### src/rtl/priority_value_encoder.sv
// priority_value_encoder
// Takes a one-hot or multi-hot branch-hit vector and emits the encoded value
// (bit index + 1) of each set bit, one per output handshake, in priority
// order. Vectors with more than one bit set are flagged on multi_hit for the
// whole drain. An all-zero vector gives a single-cycle zero_vec pulse and no
// output beats.
module priority_value_encoder #(
  parameter int WIDTH        = 12,
  parameter int IDXW         = 4,
  parameter bit LOWEST_FIRST = 1'b1
) (
  input  logic             clk,
  input  logic             rst,
  input  logic             in_valid,
  output logic             in_ready,
  input  logic [WIDTH-1:0] in_vec,
  output logic             out_valid,
  input  logic             out_ready,
  output logic [IDXW-1:0]  out_value,
  output logic             out_last,
  output logic             multi_hit,
  output logic             zero_vec
);

  localparam logic [0:0] IDLE  = 1'b0;
  localparam logic [0:0] DRAIN = 1'b1;

  logic [0:0]       state;
  logic [WIDTH-1:0] pending;
  logic [IDXW-1:0]  sel_idx;
  logic [WIDTH-1:0] sel_mask;
  logic             one_left;
  logic             in_multi;

  // Pick the next bit to emit from pending; the last match in scan order wins.
  // NOTE: every signal gets a default before the loop so no path leaves it
  // unassigned, which would otherwise infer a latch.
  always_comb begin
    sel_idx  = '0;
    sel_mask = '0;
    if (LOWEST_FIRST) begin
      for (int i = WIDTH - 1; i >= 0; i--) begin
        if (pending[i]) begin
          sel_idx     = IDXW'(i);
          sel_mask    = '0;
          sel_mask[i] = 1'b1;
        end
      end
    end else begin
      for (int i = 0; i < WIDTH; i++) begin
        if (pending[i]) begin
          sel_idx     = IDXW'(i);
          sel_mask    = '0;
          sel_mask[i] = 1'b1;
        end
      end
    end
  end

  // Popcount tests via the clear-lowest-set-bit trick: x & (x-1) is zero
  // exactly when x has at most one bit set.
  always_comb begin
    one_left = (pending != '0) && ((pending & (pending - WIDTH'(1))) == '0);
    in_multi = (in_vec & (in_vec - WIDTH'(1))) != '0;
  end

  // Output decode depends only on registered state, never on in_* or out_ready.
  always_comb begin
    in_ready  = (state == IDLE);
    out_valid = (state == DRAIN);
    out_value = (pending != '0) ? (sel_idx + IDXW'(1)) : '0;
    out_last  = one_left;
  end

  // Accept vectors in IDLE, retire one set bit per handshake in DRAIN.
  // NOTE: sequential state uses non-blocking assignments so every register
  // samples the pre-edge values of the others, independent of statement order.
  always_ff @(posedge clk or posedge rst) begin
    if (rst) begin
      state     <= IDLE;
      pending   <= '0;
      multi_hit <= 1'b0;
      zero_vec  <= 1'b0;
    end else begin
      zero_vec <= 1'b0;
      case (state)
        IDLE: begin
          if (in_valid) begin
            if (in_vec == '0) begin
              zero_vec <= 1'b1;
            end else begin
              pending   <= in_vec;
              multi_hit <= in_multi;
              state     <= DRAIN;
            end
          end
        end
        DRAIN: begin
          if (out_ready) begin
            pending <= pending & ~sel_mask;
            if (one_left) begin
              state     <= IDLE;
              multi_hit <= 1'b0;
            end
          end
        end
        default: state <= IDLE;
      endcase
    end
  end

endmodule
### config.mk
export PLATFORM = sky130hd
export DESIGN_NAME = priority_value_encoder
export DESIGN_NICKNAME = d
export VERILOG_FILES = /design/src/rtl/priority_value_encoder.sv
export SDC_FILE = /design/constraint.sdc
export NUM_CORES = 1
export LEC_CHECK = 0
export CELL_PAD_IN_SITES_DETAIL_PLACEMENT = 0
export CELL_PAD_IN_SITES_GLOBAL_PLACEMENT = 1
export CORE_ASPECT_RATIO = 0.7
export CORE_MARGIN = 1.5
export CORE_UTILIZATION = 39
export CTS_BUF_LIST = sky130_fd_sc_hd__clkbuf_16
export CTS_CLUSTER_SIZE = 10
export DETAILED_ROUTE_END_ITERATION = 10
export MAX_ROUTING_LAYER = met4
export PLACE_DENSITY = 0.8
export SYNTH_ARGS = -nofsm -noshare
export SYNTH_HDL_FRONTEND = slang
export SYNTH_SLANG_ARGS = --single-unit
### constraint.sdc
create_clock -name clk -period 2.9 [get_ports clk]
set_input_delay 0.435 -clock clk [delete_from_list [all_inputs] [get_ports clk]]
set_output_delay 0.435 -clock clk [all_outputs]
set_load 0.01 [all_outputs]
After elaboration in Yosys (flattened, before gate mapping):

Index checks and enable logic that the tools add are counted.

* flip-flop bits (word level): 15
* output and inout port bits: 9

* add/sub/neg operators: 3
* eq/ne operators: 4
* mux-type cells: 42
* bitwise gates (word level): 5
* reductions and logical operators: 7

Operators by type and width (number)
* 2-to-1 mux 12 bit: 15
* 2-to-1 mux 4 bit: 13
* bitwise AND 12 bit: 3
* logical NOT 12 bit: 2
* one-hot mux 12 bit (2 select lines): 1
* nonzero test 12 bit: 2
* subtractor 12 x 1 -> 12 bit, second input constant: 2
* NOT 12 bit: 1
* 2-to-1 mux 1 bit: 11
* != test 2 bit, second input constant: 4
* adder 4 x 1 -> 4 bit, second input constant: 1
* one-hot mux 1 bit (2 select lines): 2
* AND reduction 4 bit: 1
* AND reduction 3 bit: 1
* logical AND 1 bit: 1
* NOT 1 bit: 1

Longest topological paths before layout:

* word-level depth: 16
* depth in mapped cells: 7
* gate-level depth less buffers: 6

Least setup slack after synthesis:

No wires, ideal clock.

* path type: reg-to-output
* start: register pending[2]
* end: output out_last
* arrival: 1.664 ns
* required time: 2.465 ns
* setup slack: 0.801 ns
* cell stages (with the launch flop): 5
* buffers on the path: 0
* cell sequence: dfrtp_1 -> nor4_4 -> nand3_2 -> or4_4 -> a31oi_4

* longest elaborated chain between the ends: 4

RTL lines
* start: declaration: RTL line 29 `logic [WIDTH-1:0] pending;`
* start signal: assignment: RTL line 92 `pending <= in_vec;`
* start signal: assignment: RTL line 100 `pending <= pending & ~sel_mask;`
* subtractor 12 x 1 -> 12 bit: RTL line 63 `one_left = (pending != '0) && ((pending & (pending - WIDTH'(1))) == '0);`
* bitwise AND 12 bit: RTL line 63
* logical NOT 12 bit: RTL line 63
* logical AND 1 bit *: RTL line 63
* end: declaration: RTL line 20 `output logic out_last,`

Every way passes the cells marked *; elsewhere a longest branch is shown, timed or not.

Worst setup path after layout:

* start: register pending[1]
* end: output out_last

The elaborated chain is that of the path after synthesis.

==> flow_summary.yaml <==
finish:
  fillers: 229
  regArea_um2: 380
  multi_input_area_um2: 658
  final_cell_mix: "20 x clkdlybuf4s50_1, 15 x nand2_1, 11 x dfrtp_1"
  fin_nets: 174
  drive_above_1_share_pct: 13.4
  final_common_cell: "clkdlybuf4s50_1"
  n_antenna_cell: 0
  synthToLayoutAreaGrowth_pct: 34.1
detailed_routing:
  vias_per_cell: 5.77
  drc: 0
  drt_wl_total_mm: 3.02
  wl_per_cell_um: 15.8
  drt_first_iter_violations: 118
  ant_nets: 0
  vias: 1102
  dr.pass1.iters: 4
timing:
  finalCritPeriodShare_pct: 90.3
  rsz0062_at_grt: "no"
  fin_setup_tns_ns: 0
  tightest_slew_ns: 0.601
  relSlewSlack_pct: 59.9
  finalMaxSlewViolations: 0
  min_period_ns: 2.62
  fmax_mhz: 382
  finalHoldViolations: 0
  setup_viol: 0
  skew_ns: 0.00163
  fin_hold_ws_ns: 0.567
yosys:
  yosys.cell_types.count: 48
  ys_ff_latch: 15
  yosysTopAreaCell: "dfrtp_1"
  synth_area_mm2: 0.00109
  syn_nets: 146
  synth-warning-count: 0
  netlist_instances: 130
  synth_top_area_share_pct: 34.3
  synth-seq-area-share_pct: 34.3
  synthTopCellsByArea: "dfrtp_1 34%, nand2_1 5.1%, a21oi_1 4.6%"
  syn_area_per_cell_um2: 8.41
pwr:
  p_seq_share_pct: 26.0
  combPwrFrac_pct: 59.4
  power_density_mw_per_mm2: 1220
  p_switching_mw: 0.769
  cellLeakagePower_nw: 0.615
  p_int_mw: 1.03
  switching_share_pct: 42.8
  total_power_mw: 1.79
  pwr-share-clk_pct: 14.6
  peakVddDrop_mv: 0.553
hold_path:
  worst_hold_path_type: "in -> async"
setup_path:
  r2r_start: "out_valid$_DFF_PP0_"
  r2r_cells: 5
  ff2ff_setup_slack_ns: 0.95
  end_kind: "output port"
  critical_path_class: "reg -> out"
  startpoint_type: "flop"
  crit_fanout: 6
  critPathRequiredTime_ns: 2.47
  cp.arrival_ns: 2.18
  r2r_end: "pending[5]$_DFFE_PP0P_"
grt:
  grt_max_degree: 16
  antenna_found_initial: 0
  grt.total_usage_pct: 22.4
  grt_pass1_vias: 1018
  overflow: 0
  grt_pass1_wl_mm: 4.96
clocking:
  cts_tree: "yes"
  cts_buffers: 3
  cts_root_buf: "clkbuf_16"
  htreeDepth: 1
  numClockSinks: 15
  clock_latency_ns: 0.24
  cts_buffer_depth: 2
  clk_pin_slew_ns: 0.05
die:
  fp.dieW_um: 66.3
  start_util_pct: 42.8
  die_h_um: 47.3
  fp.dieArea_mm2: 0.00314
  io_pins: 25
  core_mm2: 0.00255
  fp-row-count: 15
placement:
  place_congestion: 0.852
  dpl.hpwl_mm: 2.39
  port-buffer-count: 24
outcome:
  status: "complete, no violations"
flow_run:
  drv_cap: 0
## state kept, by name, summed over array words and instances, names as in the netlist
register	flops
zero_vec	1
pending	12
multi_hit	1
out_valid	1
## worst max-delay path by stage
stage | slack (ns) | endpoint | startpoint
3_5_place_dp | 0.19 | out_last | pending[2]$_DFFE_PP0P_
5_1_grt | 0.11 | out_last | pending[1]$_DFFE_PP0P_
4_1_cts | 0.004 | out_value[1] | pending[9]$_DFFE_PP0P_
6_report | 0.28 | out_last | pending[1]$_DFFE_PP0P_
2_1_floorplan | 0.80 | out_last | pending[2]$_DFFE_PP0P_
3_3_place_gp | 0.22 | out_last | pending[2]$_DFFE_PP0P_
## Yosys cell counts (all sizes together)
master	instances
a2111oi	1
a211o	1
a211oi	2
a21boi	2
a21o	1
a21oi	10
a221o	1
a221oi	1
a222oi	1
a22o	6
a31oi	4
and2	1
buf	1
clkbuf	4
dfrtp	15
inv	8
maj3	1
nand2	15
nand2b	1
nand3	3
nand4	1
nor2	9
nor2b	1
nor3	5
nor3b	1
nor4	3
o211ai	2
o21ai	15
o21bai	1
o22ai	2
o31a	3
o31ai	1
o41ai	1
or2	1
or3	2
or4	1
xnor2	2
## critical path, stage by stage, from the launching register on
cell and delay, ns:
dfrtp_2 0.45, nor4_4 0.34, nand3_2 0.13, or4_4 0.51, a31oi_4 0.22, dlygate4sd2_1 0.29
## stage by stage
stage               utilization (%)  std cells  setup slack, ns  cell area [um^2]
finish                         57.5        191            0.281              1470
global route                   57.5        191            0.114              1470
CTS                            57.1        191          0.00398              1460
detailed placement             53.6        186            0.194              1370
global placement               53.6        186            0.222              1370
floorplan                         -        130            0.801              1090
## kinds of logic (layout without fill, tap and decap cells)
| family | count (synthesis) | after routing | share of synthesized area, % |
|---|---|---|---|
| buf+inv | 13 | 40 | 5.49 |
| compound gates | 55 | 55 | 34.9 |
| simple gates | 44 | 44 | 22.8 |
| fa+ha+maj | 1 | 1 | 0.915 |
| xor+xnor | 2 | 2 | 1.60 |
| flops | 15 | 15 | 34.3 |
## repair_timing
action	CTS	global route
resized for setup	3	5
pin swaps	1	1
setup endpoints to repair	2	3
buffers inserted	1	0
hold endpoints to repair	0	0
hold buffers	0	0
## power groups by stage
| stage | clock [mW] | combinational, mW | sequential (mW) |
|---|---|---|---|
| 4_1_cts | 0.267 | 1.09 | 0.462 |
| 3_5_place_dp | 0 | 1.07 | 0.461 |
| 6_report | 0.262 | 1.07 | 0.467 |
| 3_3_place_gp | 0 | 1.07 | 0.456 |
| 5_1_grt | 0.278 | 1.18 | 0.488 |
| 2_1_floorplan | 0 | 0.738 | 0.396 |
## final cells by class
| type | instances | share of cell area, % |
|---|---|---|
| inverters | 8 | 2.05 |
| multi-input cells | 102 | 44.9 |
| flip-flops and latches | 15 | 25.9 |
| clock buffers | 3 | 5.12 |
| well taps | 34 | 2.90 |
| clock inverters | 1 | 0.256 |
| repair buffers | 28 | 18.9 |
## per-layer routing
| layer | global-route usage [%] | wire [um] | up-vias |
|---|---|---|---|
| li1 | - | - | 548 |
| met1 | 31.5 | 1490 | 533 |
| met2 | 35.4 | 1400 | 21 |
| met3 | 5.04 | 125 | 0 |
| met4 | 0 | 0 | 0 |
| met5 | - | 0 | - |
Power figures use the tool's default switching activity.
